`config.mk`:
```
export PLATFORM = sky130hd
export DESIGN_NAME = apb_master_bridge_flat
export DESIGN_NICKNAME = d
export VERILOG_FILES = /design/src/rtl/apb_master_bridge_if.sv /design/src/rtl/apb_master_bridge.sv /design/src/flat_wrapper.sv
export SDC_FILE = /design/constraint.sdc
export NUM_CORES = 1
export LEC_CHECK = 0
export CAP_MARGIN = 20
export CORE_UTILIZATION = 30
export DETAILED_ROUTE_END_ITERATION = 7
export PLACE_DENSITY = 0.69
export SLEW_MARGIN = 0
export SYNTH_ARGS = -nofsm -noshare
export SYNTH_HDL_FRONTEND = slang
export SYNTH_SLANG_ARGS = --single-unit
export TNS_END_PERCENT = 20
```
`constraint.sdc`:
```
create_clock -name clock -period 1.8 [get_ports clock]
set_input_delay 0.27 -clock clock [delete_from_list [all_inputs] [get_ports clock]]
set_output_delay 0.27 -clock clock [all_outputs]
set_load 0.01 [all_outputs]
```
`src/rtl/apb_master_bridge_if.sv`:
```
// Request/response handshake and APB requester-side bus for apb_master_bridge.
// The master modport is the bridge's view; the slave modport is the environment's view.
interface apb_master_bridge_if #(
    parameter int DATA_WIDTH    = 32,
    parameter int ADDRESS_WIDTH = 32,
    parameter int NO_OF_SLAVES  = 4
);
    logic                     req_valid;
    logic                     req_ready;
    logic                     req_write;
    logic [ADDRESS_WIDTH-1:0] req_addr;
    logic [DATA_WIDTH-1:0]    req_wdata;

    logic                     rsp_valid;
    logic                     rsp_ready;
    logic [DATA_WIDTH-1:0]    rsp_rdata;
    logic                     rsp_error;
    logic                     rsp_timeout;

    logic [NO_OF_SLAVES-1:0]  PSELx;
    logic                     PENABLE;
    logic [ADDRESS_WIDTH-1:0] PADDR;
    logic                     PWRITE;
    logic [DATA_WIDTH-1:0]    PWDATA;
    logic [DATA_WIDTH-1:0]    PRDATA [NO_OF_SLAVES-1:0];
    logic [NO_OF_SLAVES-1:0]  PREADY;
    logic [NO_OF_SLAVES-1:0]  PSLVERR;

    modport master (
        input  req_valid, req_write, req_addr, req_wdata, rsp_ready,
        input  PRDATA, PREADY, PSLVERR,
        output req_ready, rsp_valid, rsp_rdata, rsp_error, rsp_timeout,
        output PSELx, PENABLE, PADDR, PWRITE, PWDATA
    );

    modport slave (
        output req_valid, req_write, req_addr, req_wdata, rsp_ready,
        output PRDATA, PREADY, PSLVERR,
        input  req_ready, rsp_valid, rsp_rdata, rsp_error, rsp_timeout,
        input  PSELx, PENABLE, PADDR, PWRITE, PWDATA
    );
endinterface

```
`src/rtl/apb_master_bridge.sv`:
```
// APB requester: one outstanding valid/ready request becomes an APB SETUP/ACCESS transfer
// with slave decode, wait-state timeout and a response held until consumed.
module apb_master_bridge #(
    parameter int DATA_WIDTH     = 32,
    parameter int ADDRESS_WIDTH  = 32,
    parameter int NO_OF_SLAVES   = 4,
    parameter int SEL_LSB        = 12,
    parameter int TIMEOUT_CYCLES = 16
) (
    input  logic                clock,
    input  logic                reset,
    apb_master_bridge_if.master bus
);
    localparam int IDX_W = (NO_OF_SLAVES > 1) ? $clog2(NO_OF_SLAVES) : 1;
    localparam int CNT_W = (TIMEOUT_CYCLES > 1) ? $clog2(TIMEOUT_CYCLES) : 1;
    localparam logic [CNT_W-1:0] CNT_LAST =
        (TIMEOUT_CYCLES > 0) ? CNT_W'(TIMEOUT_CYCLES - 1) : '0;
    localparam logic [NO_OF_SLAVES-1:0] SEL_ONE = NO_OF_SLAVES'(1);

    typedef enum logic [1:0] {IDLE, SETUP, ACCESS, RESP} state_e;

    state_e                   state_q, state_d;
    logic [IDX_W-1:0]         idx_q, idx_d;
    logic [CNT_W-1:0]         wait_cnt_q, wait_cnt_d;
    logic                     req_ready_q, req_ready_d;
    logic                     rsp_valid_q, rsp_valid_d;
    logic [DATA_WIDTH-1:0]    rsp_rdata_q, rsp_rdata_d;
    logic                     rsp_error_q, rsp_error_d;
    logic                     rsp_timeout_q, rsp_timeout_d;
    logic [NO_OF_SLAVES-1:0]  psel_q, psel_d;
    logic                     penable_q, penable_d;
    logic [ADDRESS_WIDTH-1:0] paddr_q, paddr_d;
    logic                     pwrite_q, pwrite_d;
    logic [DATA_WIDTH-1:0]    pwdata_q, pwdata_d;

    logic [IDX_W-1:0]         req_idx;
    logic                     decode_err;
    logic                     pready_sel;
    logic                     pslverr_sel;
    logic [DATA_WIDTH-1:0]    prdata_sel;

    assign req_idx     = bus.req_addr[SEL_LSB +: IDX_W];
    assign decode_err  = 32'(req_idx) >= 32'(NO_OF_SLAVES);
    assign pready_sel  = bus.PREADY[idx_q];
    assign pslverr_sel = bus.PSLVERR[idx_q];
    assign prdata_sel  = bus.PRDATA[idx_q];

    always_comb begin
        // NOTE: every _d starts from its _q so no branch leaves a signal unassigned (no latches).
        state_d       = state_q;
        idx_d         = idx_q;
        wait_cnt_d    = wait_cnt_q;
        rsp_valid_d   = rsp_valid_q;
        rsp_rdata_d   = rsp_rdata_q;
        rsp_error_d   = rsp_error_q;
        rsp_timeout_d = rsp_timeout_q;
        psel_d        = psel_q;
        penable_d     = penable_q;
        paddr_d       = paddr_q;
        pwrite_d      = pwrite_q;
        pwdata_d      = pwdata_q;

        unique case (state_q)
            IDLE: begin
                if (bus.req_valid && req_ready_q) begin
                    if (decode_err) begin
                        // Unmapped slave: answer immediately without touching the bus.
                        state_d       = RESP;
                        rsp_valid_d   = 1'b1;
                        rsp_error_d   = 1'b1;
                        rsp_timeout_d = 1'b0;
                        rsp_rdata_d   = '0;
                    end else begin
                        state_d  = SETUP;
                        idx_d    = req_idx;
                        psel_d   = SEL_ONE << req_idx;
                        paddr_d  = bus.req_addr;
                        pwrite_d = bus.req_write;
                        pwdata_d = bus.req_write ? bus.req_wdata : '0;
                    end
                end
            end
            SETUP: begin
                state_d    = ACCESS;
                penable_d  = 1'b1;
                wait_cnt_d = '0;
            end
            ACCESS: begin
                if (pready_sel) begin
                    state_d       = RESP;
                    psel_d        = '0;
                    penable_d     = 1'b0;
                    wait_cnt_d    = '0;
                    rsp_valid_d   = 1'b1;
                    rsp_error_d   = pslverr_sel;
                    rsp_timeout_d = 1'b0;
                    rsp_rdata_d   = (!pwrite_q && !pslverr_sel) ? prdata_sel : '0;
                end else if (TIMEOUT_CYCLES != 0 && wait_cnt_q == CNT_LAST) begin
                    state_d       = RESP;
                    psel_d        = '0;
                    penable_d     = 1'b0;
                    wait_cnt_d    = '0;
                    rsp_valid_d   = 1'b1;
                    rsp_error_d   = 1'b1;
                    rsp_timeout_d = 1'b1;
                    rsp_rdata_d   = '0;
                end else begin
                    wait_cnt_d = wait_cnt_q + 1'b1;
                end
            end
            RESP: begin
                if (bus.rsp_ready) begin
                    state_d     = IDLE;
                    rsp_valid_d = 1'b0;
                end
            end
            default: state_d = IDLE;
        endcase

        req_ready_d = (state_d == IDLE);
    end

    always_ff @(posedge clock) begin
        // NOTE: reset clears every output flop (req_ready too) so the bus is idle the next cycle.
        if (reset) begin
            state_q       <= IDLE;
            idx_q         <= '0;
            wait_cnt_q    <= '0;
            req_ready_q   <= 1'b0;
            rsp_valid_q   <= 1'b0;
            rsp_rdata_q   <= '0;
            rsp_error_q   <= 1'b0;
            rsp_timeout_q <= 1'b0;
            psel_q        <= '0;
            penable_q     <= 1'b0;
            paddr_q       <= '0;
            pwrite_q      <= 1'b0;
            pwdata_q      <= '0;
        end else begin
            state_q       <= state_d;
            idx_q         <= idx_d;
            wait_cnt_q    <= wait_cnt_d;
            req_ready_q   <= req_ready_d;
            rsp_valid_q   <= rsp_valid_d;
            rsp_rdata_q   <= rsp_rdata_d;
            rsp_error_q   <= rsp_error_d;
            rsp_timeout_q <= rsp_timeout_d;
            psel_q        <= psel_d;
            penable_q     <= penable_d;
            paddr_q       <= paddr_d;
            pwrite_q      <= pwrite_d;
            pwdata_q      <= pwdata_d;
        end
    end

    assign bus.req_ready   = req_ready_q;
    assign bus.rsp_valid   = rsp_valid_q;
    assign bus.rsp_rdata   = rsp_rdata_q;
    assign bus.rsp_error   = rsp_error_q;
    assign bus.rsp_timeout = rsp_timeout_q;
    assign bus.PSELx       = psel_q;
    assign bus.PENABLE     = penable_q;
    assign bus.PADDR       = paddr_q;
    assign bus.PWRITE      = pwrite_q;
    assign bus.PWDATA      = pwdata_q;
endmodule
```
`src/flat_wrapper.sv`:
```
// flat-port wrapper written by rule: the top's interface ports become plain ports
module apb_master_bridge_flat 
#(
    parameter int DATA_WIDTH     = 32,
    parameter int ADDRESS_WIDTH  = 32,
    parameter int NO_OF_SLAVES   = 4,
    parameter int SEL_LSB        = 12,
    parameter int TIMEOUT_CYCLES = 16
)
  (clock, reset, bus_req_valid, bus_req_write, bus_req_addr, bus_req_wdata, bus_rsp_ready, bus_PRDATA, bus_PREADY, bus_PSLVERR, bus_req_ready, bus_rsp_valid, bus_rsp_rdata, bus_rsp_error, bus_rsp_timeout, bus_PSELx, bus_PENABLE, bus_PADDR, bus_PWRITE, bus_PWDATA);
  apb_master_bridge_if #(.DATA_WIDTH(DATA_WIDTH), .ADDRESS_WIDTH(ADDRESS_WIDTH), .NO_OF_SLAVES(NO_OF_SLAVES)) bus_i ();
  input  logic clock;
  input  logic reset;
  input wire logic [$bits(bus_i.req_valid)-1:0] bus_req_valid;
  input wire logic [$bits(bus_i.req_write)-1:0] bus_req_write;
  input wire logic [$bits(bus_i.req_addr)-1:0] bus_req_addr;
  input wire logic [$bits(bus_i.req_wdata)-1:0] bus_req_wdata;
  input wire logic [$bits(bus_i.rsp_ready)-1:0] bus_rsp_ready;
  input wire logic [$bits(bus_i.PRDATA)-1:0] bus_PRDATA;
  input wire logic [$bits(bus_i.PREADY)-1:0] bus_PREADY;
  input wire logic [$bits(bus_i.PSLVERR)-1:0] bus_PSLVERR;
  output wire logic [$bits(bus_i.req_ready)-1:0] bus_req_ready;
  output wire logic [$bits(bus_i.rsp_valid)-1:0] bus_rsp_valid;
  output wire logic [$bits(bus_i.rsp_rdata)-1:0] bus_rsp_rdata;
  output wire logic [$bits(bus_i.rsp_error)-1:0] bus_rsp_error;
  output wire logic [$bits(bus_i.rsp_timeout)-1:0] bus_rsp_timeout;
  output wire logic [$bits(bus_i.PSELx)-1:0] bus_PSELx;
  output wire logic [$bits(bus_i.PENABLE)-1:0] bus_PENABLE;
  output wire logic [$bits(bus_i.PADDR)-1:0] bus_PADDR;
  output wire logic [$bits(bus_i.PWRITE)-1:0] bus_PWRITE;
  output wire logic [$bits(bus_i.PWDATA)-1:0] bus_PWDATA;
  assign bus_i.req_valid = bus_req_valid;
  assign bus_i.req_write = bus_req_write;
  assign bus_i.req_addr = bus_req_addr;
  assign bus_i.req_wdata = bus_req_wdata;
  assign bus_i.rsp_ready = bus_rsp_ready;
  assign bus_i.PRDATA = {>>{bus_PRDATA}};
  assign bus_i.PREADY = bus_PREADY;
  assign bus_i.PSLVERR = bus_PSLVERR;
  assign bus_req_ready = bus_i.req_ready;
  assign bus_rsp_valid = bus_i.rsp_valid;
  assign bus_rsp_rdata = bus_i.rsp_rdata;
  assign bus_rsp_error = bus_i.rsp_error;
  assign bus_rsp_timeout = bus_i.rsp_timeout;
  assign bus_PSELx = bus_i.PSELx;
  assign bus_PENABLE = bus_i.PENABLE;
  assign bus_PADDR = bus_i.PADDR;
  assign bus_PWRITE = bus_i.PWRITE;
  assign bus_PWDATA = bus_i.PWDATA;
  apb_master_bridge #(.DATA_WIDTH(DATA_WIDTH), .ADDRESS_WIDTH(ADDRESS_WIDTH), .NO_OF_SLAVES(NO_OF_SLAVES), .SEL_LSB(SEL_LSB), .TIMEOUT_CYCLES(TIMEOUT_CYCLES)) u_core (.clock(clock), .reset(reset), .bus(bus_i));
endmodule
```
== Yosys cells after proc, flatten, opt, wreduce, memory -nomap -nowiden ==
Index checks and enable logic that the tools add are counted.
W data, S select, Z words.

* Add/sub/neg operators: 1
* $lt $le $gt $ge: 1
* Equal/unequal tests: 7
* Shift operators: 1
* Multiplexer cells: 31
* Reductions and logical operators: 15

{| class="wikitable"
|+ Operator list
! cell !! number
|-
| $mux W32 || 5
|-
| $bmux W32 S2 || 1
|-
| $mux W4 || 5
|-
| $pmux W4 S2 || 2
|-
| $mux W1 || 9
|-
| $mux W2 || 4
|-
| $pmux W2 S4 || 1
|-
| $reduce_bool A2 Y1 || 4
|-
| $reduce_and A2 Y1 || 3
|-
| $reduce_and A3 Y1 || 2
|-
| $add A4 B1 Y4 const B || 1
|-
| $bmux W1 S2 || 2
|-
| $eq A2 B2 Y1 const B || 2
|-
| $eq A4 B4 Y1 const B || 1
|-
| $logic_not A2 Y1 || 2
|-
| $pmux W1 S2 || 2
|-
| $shl A1 B2 Y4 const A || 1
|-
| $lt A2 B3 Y1 const B || 1
|-
| $ne A3 B1 Y1 const B || 1
|-
| $eq A2 B1 Y1 const B || 1
|-
| $logic_and A1 B1 Y1 || 2
|-
| $logic_not A1 Y1 || 2
|-
| $ne A2 B1 Y1 const B || 1
|-
| $ne A2 B2 Y1 const B || 1
|}

* Register bits after elaboration: 114
* Output and inout port bits: 106

== Logic depth before layout (Yosys ltp) ==
Gate-level depths: netlist (run 1).

* Word-level depth: 6
* Gate-level depth with buffers: 8

== Least setup slack after synthesis (run 1) ==
Ideal clock, no wire load.

* Kind: reg-to-reg
* Start: reg u_core.idx_q[0]
* End: reg u_core.wait_cnt_q[3]
* Arrival time: 1729 ps
* Data required time: 1743 ps
* Slack: 14 ps
* Stages on the path, launching flop included: 6
* Buffers on the path: 1
* Period minus slack after synthesis: 1786 ps
* Cell sequence: dfxtp_1 buf_6 mux4_2 or3_4 nor4_2 a21o_1

* Cells in the longest elaborated chain, start to end: 4

{| class="wikitable"
|+ Ends and longest elaborated chain
! element !! line !! text
|-
| start: declaration || apb_master_bridge.sv:23 || <nowiki>logic [IDX_W-1:0] idx_q, idx_d;</nowiki>
|-
| start signal: assignment || apb_master_bridge.sv:141 || <nowiki>idx_q <= idx_d;</nowiki>
|-
| $bmux W1 S2 || apb_master_bridge.sv:44 || <nowiki>assign pready_sel = bus.PREADY[idx_q];</nowiki>
|-
| $mux W1 (not written as such) || apb_master_bridge.sv:44 ||
|-
| $mux W4 || apb_master_bridge.sv:89 || <nowiki>if (pready_sel) begin</nowiki>
|-
| $pmux W4 S2 || apb_master_bridge.sv:63 || <nowiki>unique case (state_q)</nowiki>
|-
| end signal: assignment || apb_master_bridge.sv:142 || <nowiki>wait_cnt_q <= wait_cnt_d;</nowiki>
|-
| end: declaration || apb_master_bridge.sv:24 || <nowiki>logic [CNT_W-1:0] wait_cnt_q, wait_cnt_d;</nowiki>
|}

No other way between the ends. The select of a mux whose other input is x is not followed.
A chain may end at the register's enable or synchronous reset.

== Worst setup path in the final report (run 1) ==
* Start: reg u_core.idx_q[0]
* End: reg u_core.psel_q[2], in the netlist u_core.bus.PSELx[2]

* Cells in the longest elaborated chain, start to end: 4
* Elaborated cells on any way between the ends: 6
* Classes of those cells: eq/ne (1); mux (4); reduce/logical (1)

{| class="wikitable"
|+ Ends and longest elaborated chain
! element !! line !! text
|-
| $bmux W1 S2 * || apb_master_bridge.sv:44 ||
|-
| $mux W1 (not written as such) * || apb_master_bridge.sv:44 ||
|-
| $ne A3 B1 Y1 (no source line) / $mux W4 (equally long branches) || n/a ||
|-
| $reduce_and A3 Y1 (no source line) / $pmux W4 S2 (equally long branches) || n/a ||
|-
| end signal: assignment || apb_master_bridge.sv:148 || <nowiki>psel_q <= psel_d;</nowiki>
|-
| end: declaration || apb_master_bridge.sv:30 || <nowiki>logic [NO_OF_SLAVES-1:0] psel_q, psel_d;</nowiki>
|}

Every way passes the cells marked *; elsewhere a longest branch is shown, timed or not. The select of a mux whose other input is x is not followed.

==> impl_metrics.ini, run 1 <==
[run_status]
status = finished clean

[cells_and_area]
syn_to_final_growth_pct = 78.74
nNetsFinal = 1035
drive_gt1_share_pct = 10.23
fin_cells = 1049

[synth]
synthArstFlopShare_pct = 0
synth_compound_area_share_pct = 15.70
synth-adder-area-share_pct = 1.021
yosysSeqAreaShare_pct = 45.74
ys_ff_latch = 112
synth_cells = 522
yosysWarnings = 0
synth_top_family_by_area = compound AO/OA/AOI/OAI gates
synthesis.nets = 731
synth_cell_types = 34
synth_simple_gate_area_share_pct = 15.31
yosys_most_used_dff = dfxtp_1
synth-edff-count = 0
syn_area_per_cell_um2 = 9.391
synthXorXnorAreaFrac_pct = 0
synth_mux_area_share_pct = 15.62
synthesis.area_um2 = 4902

[worst_hold_path]
hp-class = input pin to register

[routing]
via_per_inst = 4.732
drt_iter0_drc = 155
vias = 4964
drc_errors = 0
firstDrtPassIters = 4
wire_per_inst_um = 16.81
antenna_left = 0
wl_um = 17640

[setup_path]
critPathArrivalTime_ns = 1.99
crit_path_start_kind = register
r2r_slack_ns = 0.09
crit_path_end_kind = register
worstPathRequired_ns = 2.08
crit_fanout = 4
crit_type = register to register

[timing]
worst_pin_slew_ns = 0.5886
finalSetupViolations = 0
fin_crit_ns = 1.710
drv_slew = 0
slew_headroom_pct = 60.76
rsz0062_at_grt = no
timing.final.crit_share_pct = 95.00
setup_slack_ns = 0.08997
max_freq_mhz = 584.8
skew_ns = 0.01042
tns_ns = 0
final_hold_viol_count = 0

[grt]
grt_use_total_pct = 20.42
overflow = 0
grt_max_degree = 55
grt_pass1_vias = 4797
grt_antenna_before_repair = 2
grt_pass1_wl_um = 25820

[place]
pre_cts_ws_ns = -0.1897
place.detailed.hpwl_um = 12990
port_buffers = 310
dp.cells = 1026
gp_congestion = 0.7779

[floorplan]
start_util_pct = 30.75
ioPinCount = 311
die_h_um = 129.8
coreArea_um2 = 15940
fp-row-count = 46
die_area_um2 = 16860
die_x_um = 129.8

[power_and_ir_drop]
power_leakage_nw = 3.133
ir_worst_vdd_mv = 0.4699
p_per_area_nw_per_um2 = 803.4

[cts]
cts-root-buf = clkbuf_16
htreeDepth = 3
clock_latency_ns = 0.35
cts_inserted_buffers = 9
cts.clk_slew.worst_paths_ns = 0.08
cts_sinks = 112
clock_path_buffers = 2
cts_tree = built

[run]
cap_violations = 0
-- through the flow --
stage	utilization, %	total power [mW]	instance area, um^2	hold WS, ns
global placement	52.31	4.916	8339	0.4372
detailed placement	52.31	4.924	8339	0.4423
finish	54.96	7.040	8762	0.1851
CTS	54.81	7.120	8738	0.1706
floorplan	-	3.766	4902	0.4060
global route	54.96	7.407	8762	0.1974
-- timing repair --
| action | in CTS | in global routing |
|---|---|---|
| endpoints found under the setup margin | 2 | 28 |
| pin swaps | 0 | 2 |
| setup buffers | 2 | 1 |
| gates resized for setup | 1 | 3 |
| gates cloned | 2 | 0 |
| hold buffers | 0 | 0 |
-- synth_stat cells (2+ instances only) --
library cell  count  area (um^2)
a21o_1            2        15.01
nand2b_1          3        18.77
a21oi_1          76        380.4
ha_1              4        50.05
buf_1             8        30.03
and3_1            2        12.51
nor2b_1           7        43.79
nor2_1            5        18.77
clkbuf_1         27        101.4
nand3b_1          2        15.01
nor3_1            2        10.01
dfxtp_1         112         2242
mux4_2           34        765.7
a211oi_1          2        15.01
buf_2             4        20.02
inv_1            37        138.9
o21ai_0           7        35.03
nand2_1         103        386.6
nand3_1          37        185.2
buf_4             3        22.52
o2bb2ai_1        32        280.3
-- final cells by class --
class,instances,area (um^2)
repair buffers,336,3433
diodes,2,5.005
fillers,1488,7181
well taps,216,270.3
multi-input cells,330,2349
inverters,37,138.9
clock buffers,11,252.7
clock inverters,5,63.81
flip-flops and latches,112,2250
-- registers in the layout, summed over array words and instances, names as in the netlist --
name,count
u_core.bus.PWRITE,1
u_core.bus.PADDR,31
u_core.idx_q,1
u_core.bus.req_ready,1
u_core.bus.PWDATA,32
u_core.bus.PENABLE,1
u_core.bus.rsp_valid,1
u_core.bus.rsp_error,1
u_core.bus.rsp_rdata,32
u_core.state_q,2
u_core.bus.PSELx,4
u_core.wait_cnt_q,4
u_core.bus.rsp_timeout,1
-- logic make-up after synthesis --
logic type	after synthesis
multiplexers	34
flip-flops	112
buffers and inverters	80
AO/OA/AOI/OAI	125
adder cells (fa/ha/maj)	4
AND/OR/NAND/NOR	167
-- final timing paths --
check / startpoint / endpoint / depth (start not counted)
worst min-delay path: reset / u_core.bus.rsp_error / 2
worst max register to register: u_core.idx_q[0] / u_core.bus.PSELx[2] / 6
worst max-delay path: u_core.idx_q[0] / u_core.bus.PSELx[2] / 6
worst min register to register: u_core.bus.PWDATA[1] / u_core.bus.PWDATA[1] / 2
-- power by group --
group	total [mW]	leakage, nW	switching (mW)	internal (mW)
sequential	2.78	0.908	0.112	2.67
clock	2.12	0.152	0.953	1.17
combinational	2.14	2.07	0.923	1.22
-- per-layer routing --
metal	vias up	routed length (um)	track usage, %
met5	-	0	0
met4	0	365	8.071
met3	20	1777	8.077
met2	205	8638	35.89
met1	2309	6855	21.94
li1	2430	-	-
-- placed cells by master (no fill, tap or decap), drive strengths merged, types with 2 or more instances in the layout --
cell type | netlist | layout
nand2 | 103 | 103
a21oi | 76 | 76
ha | 4 | 4
clkinv | 0 | 2
nor3 | 3 | 3
o2bb2ai | 32 | 32
mux4 | 34 | 34
and3 | 2 | 2
dfxtp | 112 | 112
a21o | 2 | 2
buf | 16 | 25
o21ai | 7 | 7
clkdlybuf4s50 | 0 | 308
diode | 0 | 2
nand2b | 3 | 3
clkbuf | 27 | 11
nor2b | 7 | 7
a211oi | 2 | 2
nor2 | 6 | 6
nand3 | 37 | 37
bufbuf | 0 | 2
nand3b | 2 | 2
inv | 37 | 38
-- worst max-delay path, stage by stage, from the launching register on --
cell and delay, ns:
dfxtp_4 0.38, mux4_2 0.54, buf_4 0.18, nor3_4 0.17
buf_4 0.15, o21ai_0 0.07, a21oi_1 0.16
(Power assumes the default switching activity.)
==> run 2, diff against run 1 <==
--- a/config.mk
+++ b/config.mk
@@ -6,9 +6,12 @@
 export NUM_CORES = 1
 export LEC_CHECK = 0
 export CAP_MARGIN = 20
+export CORE_MARGIN = 2
 export CORE_UTILIZATION = 30
 export DETAILED_ROUTE_END_ITERATION = 7
 export PLACE_DENSITY = 0.69
+export SETUP_SLACK_MARGIN = 0.5
+export SKIP_LAST_GASP = 1
 export SLEW_MARGIN = 0
 export SYNTH_ARGS = -nofsm -noshare
 export SYNTH_HDL_FRONTEND = slang
==> run 2 against run 1 <==
Against the previous run: power grew 3.4%; clock-buffer cell count grew 1; combinational power grew 12%; global-route usage grew 0.47 points; sequential power is essentially flat; register-to-register slack is essentially flat; final area grew 3.5%; critical path depth shrank 1; first-iteration DRC count grew 34%; fmax shrank 0.32%; utilization grew 1.9 points; worst setup slack lost 0.0055 ns.
==> impl_metrics.ini, run 2 (synthesis gave the netlist of run 1 again) <==
[timing]
slew_headroom_pct = 64.48
rsz0062_at_grt = yes
worst_pin_slew_ns = 0.5328
final_hold_viol_count = 0
setup_slack_ns = 0.08450
finalSetupViolations = 0
skew_ns = 0.007653
max_freq_mhz = 582.9
drv_slew = 0
fin_crit_ns = 1.716
timing.final.crit_share_pct = 95.31

[routing]
drc_errors = 0
firstDrtPassIters = 4
wl_um = 18840
wire_per_inst_um = 17.83
via_per_inst = 4.792
drt_iter0_drc = 207
antenna_left = 0
vias = 5065

[run]
cap_violations = 0

[cells_and_area]
layout_commonest_cell = clkdlybuf4s50_1
num-fill-cells = 1453
fin_cells = 1057
syn_to_final_growth_pct = 85.07
nNetsFinal = 1044
drive_gt1_share_pct = 14.88
final_cell_mix = 306 x clkdlybuf4s50_1, 107 x dfxtp_1, 103 x nand2_1, 75 x a21oi_1, 36 x nand3_1

[cts]
clock_path_buffers = 2
cts.clk_slew.worst_paths_ns = 0.07
clock_latency_ns = 0.35
cts-root-buf = clkbuf_16
cts_inserted_buffers = 9
hold_buffers = 0
cts_sinks = 112
htreeDepth = 3
cts_tree = built

[grt]
grt_antenna_before_repair = 1
overflow = 0
grt_pass1_vias = 5221
grt_max_degree = 62
grt_pass1_wl_um = 28660
grt_use_total_pct = 20.89

[worst_hold_path]
hp-class = input pin to register

[setup_path]
r2r_slack_ns = 0.08
critPathArrivalTime_ns = 2.02
crit_path_start_kind = register
crit_fanout = 5
worstPathRequired_ns = 2.10
crit_path_end_kind = register
crit_type = register to register

[power_and_ir_drop]
swShare_pct = 28.57
p_per_area_nw_per_um2 = 802.3
clkPwrFrac_pct = 28.8
power.internal_mw = 5.199
ir_worst_vdd_mv = 0.4275
combPwrFrac_pct = 32.9
pwr-share-seq_pct = 38.3
power_leakage_nw = 3.237
switchingPower_mw = 2.079

[place]
port_buffers = 310
pre_cts_ws_ns = -0.2281
gp_congestion = 0.7739
place.detailed.hpwl_um = 13340
dp.cells = 1023

[floorplan]
fp-row-count = 46
coreArea_um2 = 15940
start_util_pct = 30.75
die_area_um2 = 17380
die_x_um = 131.8
ioPinCount = 311
die_h_um = 131.8

[run_status]
status = finished clean
## run 2: routing by layer
layer | track usage [%] | share of wire [%]
met3 | 8.727 | 9.3
met4 | 7.246 | 2.5
met1 | 24.01 | 39
met2 | 35.08 | 49
met5 | 0 | 0
## run 2: worst paths after layout
check	from	endpoint	depth (start not counted)
max	u_core.idx_q[0]	u_core.wait_cnt_q[3]	5
min	reset	u_core.bus.rsp_timeout	2
max reg2reg	u_core.idx_q[0]	u_core.wait_cnt_q[3]	5
min reg2reg	u_core.bus.PWDATA[21]	u_core.bus.PWDATA[21]	2
## run 2: cell type report
type | instances | area [um^2] | area share (%)
clock inverter | 4 | 52.55 | 0.5792
clock buffer | 12 | 256.5 | 2.827
sequential | 112 | 2253 | 24.84
multi-input combinational | 330 | 2501 | 27.57
timing repair buffer | 345 | 3597 | 39.65
inverter | 37 | 138.9 | 1.531
antenna | 1 | 2.502 | 0.02758
tap | 216 | 270.3 | 2.979
## run 2: metrics by stage
step	hold WS (ns)	util (%)	TNS (ns)	total power, mW	instance area [um^2]
after CTS	0.1982	54.94	0	7.085	8758
final	0.1984	56.91	0	7.279	9072
after global placement	0.4371	52.09	-7.087	4.883	8304
after global routing	0.2169	56.91	0	7.655	9072
after detailed placement	0.4430	52.09	-8.276	4.899	8304
after floorplan	0.3985	-	0	3.767	4905
## run 2: critical path: stages (launching register included)
cell and delay [ns]:
dfxtp_4 0.36, mux4_2 0.54, buf_6 0.16, or3_4 0.36, nor4_4 0.14, a21o_1 0.10
## run 2: power by group through the flow
stage                     clock network, mW  logic, mW  registers, mW
after global placement                    0       2.05           2.83
after global routing                   2.26       2.59           2.81
after CTS                              2.14       2.16           2.78
after detailed placement                  0       2.06           2.84
after floorplan                           0      0.866           2.90
final                                  2.10       2.40           2.79
## run 2: what timing repair did
action                                  in CTS  in global routing
cloned                                       3                  4
pin swaps                                    0                 11
endpoints found under the setup margin     217                218
hold endpoints to repair                     0                  0
resized for setup                           15                 44
buffers inserted                             5                  5
